File: config.mk
export PLATFORM = sky130hd
export DESIGN_NAME = axi4lite_regfile_slave
export DESIGN_NICKNAME = d
export VERILOG_FILES = /design/src/rtl/axi4lite_regfile_slave.sv
export SDC_FILE = /design/constraint.sdc
export NUM_CORES = 1
export LEC_CHECK = 0
export CAP_MARGIN = 40
export CELL_PAD_IN_SITES_DETAIL_PLACEMENT = 2
export CELL_PAD_IN_SITES_GLOBAL_PLACEMENT = 2
export CORE_ASPECT_RATIO = 0.9
export CORE_MARGIN = 1
export CORE_UTILIZATION = 30
export CTS_CLUSTER_DIAMETER = 80
export DETAILED_ROUTE_END_ITERATION = 16
export PLACE_DENSITY = 0.85
export SYNTH_ARGS = -nofsm -noshare
export SYNTH_HDL_FRONTEND = slang
export SYNTH_SLANG_ARGS = --single-unit
File: constraint.sdc
create_clock -name clk -period 3.3 [get_ports clk]
set_clock_uncertainty 0.15 [all_clocks]
set_input_delay 0.33 -clock clk [delete_from_list [all_inputs] [get_ports clk]]
set_output_delay 0.33 -clock clk [all_outputs]
set_load 0.02 [all_outputs]
File: src/rtl/axi4lite_regfile_slave.sv
// AXI4-Lite slave register file with decoupled AW/W capture, SLVERR decode and flat register output.
// Optional: define AXIL_RO_LAST_REG_EN to make register NUM_REGS-1 read-only at RESET_VAL.
module axi4lite_regfile_slave #(
  parameter int unsigned           DATA_WIDTH = 8,
  parameter int unsigned           ADDR_WIDTH = 2,
  parameter int unsigned           NUM_REGS   = 4,
  parameter logic [DATA_WIDTH-1:0] RESET_VAL  = '0
) (
  input  logic                           clk,
  input  logic                           rst,
  input  logic [ADDR_WIDTH-1:0]          s_axi_awaddr,
  input  logic                           s_axi_awvalid,
  output logic                           s_axi_awready,
  input  logic [DATA_WIDTH-1:0]          s_axi_wdata,
  input  logic [DATA_WIDTH/8-1:0]        s_axi_wstrb,
  input  logic                           s_axi_wvalid,
  output logic                           s_axi_wready,
  output logic [1:0]                     s_axi_bresp,
  output logic                           s_axi_bvalid,
  input  logic                           s_axi_bready,
  input  logic [ADDR_WIDTH-1:0]          s_axi_araddr,
  input  logic                           s_axi_arvalid,
  output logic                           s_axi_arready,
  output logic [DATA_WIDTH-1:0]          s_axi_rdata,
  output logic [1:0]                     s_axi_rresp,
  output logic                           s_axi_rvalid,
  input  logic                           s_axi_rready,
  output logic [NUM_REGS*DATA_WIDTH-1:0] reg_q
);
  localparam int unsigned NB = DATA_WIDTH / 8;

  typedef enum logic { W_IDLE, W_RESP } w_state_t;
  typedef enum logic { R_IDLE, R_DATA } r_state_t;

  w_state_t w_state, w_state_nx;
  r_state_t r_state, r_state_nx;

  logic [DATA_WIDTH-1:0] regs [NUM_REGS];
  logic                  aw_done, w_done, aw_done_nx, w_done_nx;
  logic [ADDR_WIDTH-1:0] aw_addr_q, wr_addr;
  logic [DATA_WIDTH-1:0] w_data_q, wr_data;
  logic [NB-1:0]         w_strb_q, wr_strb;
  logic                  aw_hs, w_hs, b_hs, commit, wr_err;
  logic                  awready_nx, wready_nx, bvalid_nx;
  logic [1:0]            bresp_nx;
  logic                  ar_hs, r_hs, rd_err, arready_nx, rvalid_nx;
  logic [DATA_WIDTH-1:0] rd_word, rdata_nx;
  logic [1:0]            rresp_nx;

  // Write path: the later of AW/W completes the transaction, using live inputs for whichever lands this cycle
  always_comb begin
    aw_hs   = s_axi_awvalid & s_axi_awready;
    w_hs    = s_axi_wvalid & s_axi_wready;
    b_hs    = s_axi_bvalid & s_axi_bready;
    wr_addr = aw_done ? aw_addr_q : s_axi_awaddr;
    wr_data = w_done ? w_data_q : s_axi_wdata;
    wr_strb = w_done ? w_strb_q : s_axi_wstrb;
    wr_err  = ({1'b0, wr_addr} >= (ADDR_WIDTH+1)'(NUM_REGS));
`ifdef AXIL_RO_LAST_REG_EN
    if (wr_addr == ADDR_WIDTH'(NUM_REGS - 1)) wr_err = 1'b1;
`endif
    commit     = 1'b0;
    w_state_nx = w_state;
    aw_done_nx = aw_done;
    w_done_nx  = w_done;
    awready_nx = s_axi_awready;
    wready_nx  = s_axi_wready;
    bvalid_nx  = s_axi_bvalid;
    bresp_nx   = s_axi_bresp;
    unique case (w_state)
      W_IDLE: begin
        aw_done_nx = aw_done | aw_hs;
        w_done_nx  = w_done | w_hs;
        awready_nx = ~aw_done_nx;
        wready_nx  = ~w_done_nx;
        if (aw_done_nx && w_done_nx) begin
          commit     = 1'b1;
          aw_done_nx = 1'b0;
          w_done_nx  = 1'b0;
          awready_nx = 1'b0;
          wready_nx  = 1'b0;
          bvalid_nx  = 1'b1;
          bresp_nx   = wr_err ? 2'b10 : 2'b00;
          w_state_nx = W_RESP;
        end
      end
      W_RESP: begin
        if (b_hs) begin
          bvalid_nx  = 1'b0;
          awready_nx = 1'b1;
          wready_nx  = 1'b1;
          w_state_nx = W_IDLE;
        end
      end
    endcase
  end

  always_comb begin
    ar_hs   = s_axi_arvalid & s_axi_arready;
    r_hs    = s_axi_rvalid & s_axi_rready;
    rd_err  = ({1'b0, s_axi_araddr} >= (ADDR_WIDTH+1)'(NUM_REGS));
    rd_word = '0;
    for (int unsigned i = 0; i < NUM_REGS; i++)
      if (s_axi_araddr == ADDR_WIDTH'(i)) rd_word = regs[i];
    r_state_nx = r_state;
    arready_nx = s_axi_arready;
    rvalid_nx  = s_axi_rvalid;
    rdata_nx   = s_axi_rdata;
    rresp_nx   = s_axi_rresp;
    unique case (r_state)
      R_IDLE: begin
        arready_nx = 1'b1;
        if (ar_hs) begin
          arready_nx = 1'b0;
          rvalid_nx  = 1'b1;
          rdata_nx   = rd_word;
          rresp_nx   = rd_err ? 2'b10 : 2'b00;
          r_state_nx = R_DATA;
        end
      end
      R_DATA: begin
        if (r_hs) begin
          rvalid_nx  = 1'b0;
          arready_nx = 1'b1;
          r_state_nx = R_IDLE;
        end
      end
    endcase
  end

  always_ff @(posedge clk or posedge rst) begin
    if (rst) begin
      w_state       <= W_IDLE;
      r_state       <= R_IDLE;
      aw_done       <= 1'b0;
      w_done        <= 1'b0;
      aw_addr_q     <= '0;
      w_data_q      <= '0;
      w_strb_q      <= '0;
      s_axi_awready <= 1'b0;
      s_axi_wready  <= 1'b0;
      s_axi_bvalid  <= 1'b0;
      s_axi_bresp   <= '0;
      s_axi_arready <= 1'b0;
      s_axi_rvalid  <= 1'b0;
      s_axi_rdata   <= '0;
      s_axi_rresp   <= '0;
      for (int unsigned i = 0; i < NUM_REGS; i++) regs[i] <= RESET_VAL;
    end else begin
      w_state       <= w_state_nx;
      r_state       <= r_state_nx;
      aw_done       <= aw_done_nx;
      w_done        <= w_done_nx;
      s_axi_awready <= awready_nx;
      s_axi_wready  <= wready_nx;
      s_axi_bvalid  <= bvalid_nx;
      s_axi_bresp   <= bresp_nx;
      s_axi_arready <= arready_nx;
      s_axi_rvalid  <= rvalid_nx;
      s_axi_rdata   <= rdata_nx;
      s_axi_rresp   <= rresp_nx;
      if (aw_hs) aw_addr_q <= s_axi_awaddr;
      if (w_hs) begin
        w_data_q <= s_axi_wdata;
        w_strb_q <= s_axi_wstrb;
      end
      for (int unsigned i = 0; i < NUM_REGS; i++)
        for (int unsigned b = 0; b < NB; b++)
          if (commit && !wr_err && wr_addr == ADDR_WIDTH'(i) && wr_strb[b])
            regs[i][b*8 +: 8] <= wr_data[b*8 +: 8];
    end
  end

  always_comb begin
    reg_q = '0;
    for (int unsigned i = 0; i < NUM_REGS; i++)
      reg_q[i*DATA_WIDTH +: DATA_WIDTH] = regs[i];
  end
endmodule

# == After elaboration in Yosys (flattened, before gate mapping) ==
# Cells that the tools add are included.
# classes
n_eq_ne,10
n_reduce_logical,14
bitwise_logic,11
n_mux,30
# op_table
op,n
8-bit two-way mux,5
1-bit two-way mux,17
1-bit case mux with 2 select lines,7
1-bit logical AND,9
"2-bit == test, second input constant",4
2-bit AND reduction,3
1-bit AND,5
"2-bit by 1-bit == test with 1-bit output, second input constant",2
2-bit logical NOT,2
"2-bit by 1-bit inequality test with 1-bit output, second input constant",2
"2-bit inequality test, second input constant",2
1-bit NOT,4
2-bit two-way mux,1
1-bit OR,2
# word_totals
input_bits,20
elab_cells,82
ff_bits,60
output_inout_bits,49

# == Depth between registers and ports, before layout ==
# logic_depth
word_depth,7
depth_mapped,5
depth_no_buf,4

# == Worst setup path after synthesis ==
# No wires, ideal clock.
# synth_timing
path_kind,reg-to-reg
startpoint,register s_axi_wready
endpoint,register regs (netlist bit reg_q[0])
arrival_ps,1545
synth_period_minus_slack_ps,1819
path_buffers,0
required_ps,3025
path_stages_with_launch,5
setup_ps,125
path_slack_ps,1481
path_cell_list,dfrtp_1 a21oi_1 nor4_4 nand3_2 mux2_2
# synth_via
elab_chain_cells,7
# synth_lines
item,line_no,source
start: declaration,17,"output logic s_axi_wready,"
start signal: assignment,155,s_axi_wready <= wready_nx;
1-bit AND,53,w_hs = s_axi_wvalid & s_axi_wready;
1-bit OR,73,w_done_nx = w_done | w_hs;
1-bit logical AND,76,if (aw_done_nx && w_done_nx) begin
1-bit two-way mux,76,
1-bit two-way mux,70,unique case (w_state)
1-bit logical AND (2 in series),169,if (commit && !wr_err && wr_addr == ADDR_WIDTH'(i) && wr_strb[b])
end signal: indexed assignment,170,regs[i][b*8 +: 8] <= wr_data[b*8 +: 8];
end: declaration,38,logic [DATA_WIDTH-1:0] regs [NUM_REGS];
# Every way passes these cells.
# A chain may end at the register's enable or synchronous reset.

# == Final worst setup path ==
# layout_timing
startpoint,register w_done
endpoint,register regs (netlist bit reg_q[19])
# layout_via
elab_chain_cells,6
elab_cells_between_ends,8
cone_classes,4 x mux; 1 x bitwise; 3 x reduce/logical
# layout_lines
item,line_no,source
start: declaration,39,"logic aw_done, w_done, aw_done_nx, w_done_nx;"
start signal: assignment,153,w_done <= w_done_nx;
1-bit OR,73,
1-bit logical AND,76,
1-bit two-way mux,76,
1-bit two-way mux,70,
1-bit logical AND (2 in series),169,
# Several ways; a longest one is shown, not always the timed one.

==> impl_metrics.toml <==
[clock_network]
cts_buffers = 9
cts_htree_levels = 3
cts-root-buf = "clkbuf_8"
clk_pin_slew_worst_paths_ns = 0.07
clockBufferDepth = 2
cts.hold.buffers_added = 0
cts.sinks = 60
clock_latency_ns = 0.34
post_cts_resized = 0
cts_tree = "yes"
postCtsSetupRepairBufs = 0

[floorplanning]
die_w_um = 101.3
fp.dieH_um = 91.38
initial_core_util = 0.3093
num_rows = 32
pin_count = 69
coreArea_um2 = 8608
die_area_um2 = 9257

[pwr]
p_seq_frac = 0.379
power_density_nw_per_um2 = 1010
switching_share = 0.3629
p_switching_mw = 1.321
power_frac_clock = 0.180
p_leak_nw = 1.529
p_total_mw = 3.640
p_comb_frac = 0.441
peakVddDrop_uv = 277.2
p_int_mw = 2.319

[detailed_routing]
drcViolationCount = 0
antenna_left = 0
routed_wl_um = 7093
wl_per_cell_um = 19.07
vias = 1759
vias_per_cell = 4.728
drtIter0Drc = 38
drt_pass1_iterations = 4

[cells_and_area]
fillers = 856
area_delta_synth_final_pct = 35.39
num_antenna_cells = 0
final_core_util = 0.4188
layout-drive-gt1-share = 0.3597
nets = 270

[worst_setup_path]
start_kind = "flip-flop"
path_class = "reg2reg"
cp.required_ns = 3.37
critPathArrivalTime_ns = 2.42
crit_path_end_kind = "flip-flop"
path_max_fanout = 11

[logic_synthesis]
synth_common_cells = "mux2_2, dfrtp_1, nand2_1, nor2_1, mux4_2"
synthDistinctLibCells = 20
synth_area_leaders = "dfrtp_1, mux2_2, mux4_2"
synth_top_area_share = 0.5639
synth-main-ff-cell = "dfrtp_1"
syn_avg_cell_area_um2 = 14.79
ys_seq_area_frac = 0.5639
syn_inst = 180
syn_area_um2 = 2663
yosysWarnings = 0
synth.largest_area_cell = "dfrtp_1"
synth_edf_count = 0
synth_most_common_cell = "mux2_2"
synth_seq_cells = 60
async_flop_share = 1.000

[global_routing]
grt_pass1_vias = 2050
grt_max_degree = 29
antenna_found_initial = 0
grt_pass1_wl_um = 11330
top_usage_layer = "met2"
grt.total_usage = 0.1709
grt.met1_usage = 0.2059
use_met2 = 0.2885
use_met3 = 0.06005
grt_overflow_total = 0

[timing]
slew_violations = 0
finalSetupViolCount = 0
rsz0062_at_grt = "false"
period_minus_slack_ns = 2.350
post-route-period-util = 0.7122
hold_viol = 0
fmax_mhz = 425.5
fin_setup_tns_ns = 0
slew_headroom = 0.5582
worstMarginPinSlew_ns = 0.6607

[run]
maxCapViolations = 0

[place]
gp_congestion = 0.6975
hpwl_um = 5031
port_buffers = 64

[run_status]
outcome = "completed"

[worst_hold_path]
holdCritPathClass = "in2async"
-- layer usage --
metal  part of all wire  wire length [um]
met5                  0                 0
met4             0.0080                57
met3              0.051               364
met2               0.52              3688
met1               0.42              2982
-- layout by cell type (no fill, tap or decap) --
cell	instances
clkdlybuf4s50_1	64
mux2_2	61
dfrtp_1	60
nand2_1	12
nor2_1	12
clkbuf_8	11
mux4_2	8
nand3_2	4
conb_1	4
mux2i_1	3
a21oi_1	2
o21ai_0	2
buf_4	2
nor4_4	1
nand3b_1	1
o21a_1	1
or2_2	1
inv_2	1
clkbuf_1	1
bufinv_16	1
clkinv_2	1
-- stage by stage --
step                setup slack [ns]  cell area, um2  cells  hold WS, ns
global route                  0.8494            3605    372       0.1818
global placement              0.9294            3415    358       0.3310
CTS                           0.9324            3605    372       0.1503
floorplan                      1.335            2674    183       0.3237
detailed placement            0.8778            3415    358       0.3421
finish                        0.9499            3605    372       0.1551
-- power groups by stage --
stage / clock, mW / combinational [mW] / sequential [mW]
floorplan: 0 / 0.689 / 1.57
global placement: 0 / 1.55 / 1.37
detailed placement: 0 / 1.61 / 1.40
CTS: 0.678 / 1.63 / 1.39
global route: 0.708 / 1.71 / 1.43
finish: 0.655 / 1.61 / 1.38
-- final timing paths --
| check | startpoint | to | slack [ns] | depth (start not counted) |
|---|---|---|---|---|
| setup / recovery | w_done | reg_q[19] | 0.95 | 4 |
| hold / removal | rst | s_axi_rdata[5] | 0.16 | 2 |
| setup reg to reg | w_done | reg_q[19] | 0.95 | 4 |
| hold reg to reg | s_axi_rvalid | s_axi_rvalid | 0.35 | 2 |
| max in group asynchronous | rst | s_axi_rdata[0] | 2.12 | 3 |
| min in group clk | s_axi_rvalid | s_axi_rvalid | 0.35 | 2 |
-- logic make-up (layout without fill, tap and decap cells) --
logic type	after synthesis	count (layout)	share of synthesized area
and+or+nand+nor	31	31	0.06203
buffers and inverters	11	81	0.02537
other	1	4	0.001408
DFF	60	60	0.5639
muxes	72	72	0.3369
AOI/OAI and AO/OA	5	5	0.01034
-- registers in the layout (all words and copies together) (netlist names) --
name and cells:
r_state 1, w_done 1, s_axi_rdata 8, w_data_q 8, s_axi_arready 1, w_state 1, s_axi_awready 1, s_axi_rvalid 1
s_axi_wready 1, reg_q 32, aw_done 1, aw_addr_q 2, s_axi_bvalid 1, w_strb_q 1
-- final cells by class --
type / count / area, um2 / share of cell area
inverter: 1 / 3.754 / 0.001041
tap: 119 / 148.9 / 0.04131
sequential: 60 / 1501 / 0.4165
clock buffer: 12 / 155.1 / 0.04304
timing repair buffer: 66 / 655.6 / 0.1819
clock inverter: 2 / 35.03 / 0.009719
multi-input combinational: 112 / 1105 / 0.3065
-- critical path, cell delays in order (launching register included) --
cell and delay (ns):
dfrtp_1 0.69, a21oi_1 0.19, nor4_4 0.45, nand3_2 0.36
mux2_2 0.38
No activity file was read; power rests on OpenSTA's default activity.
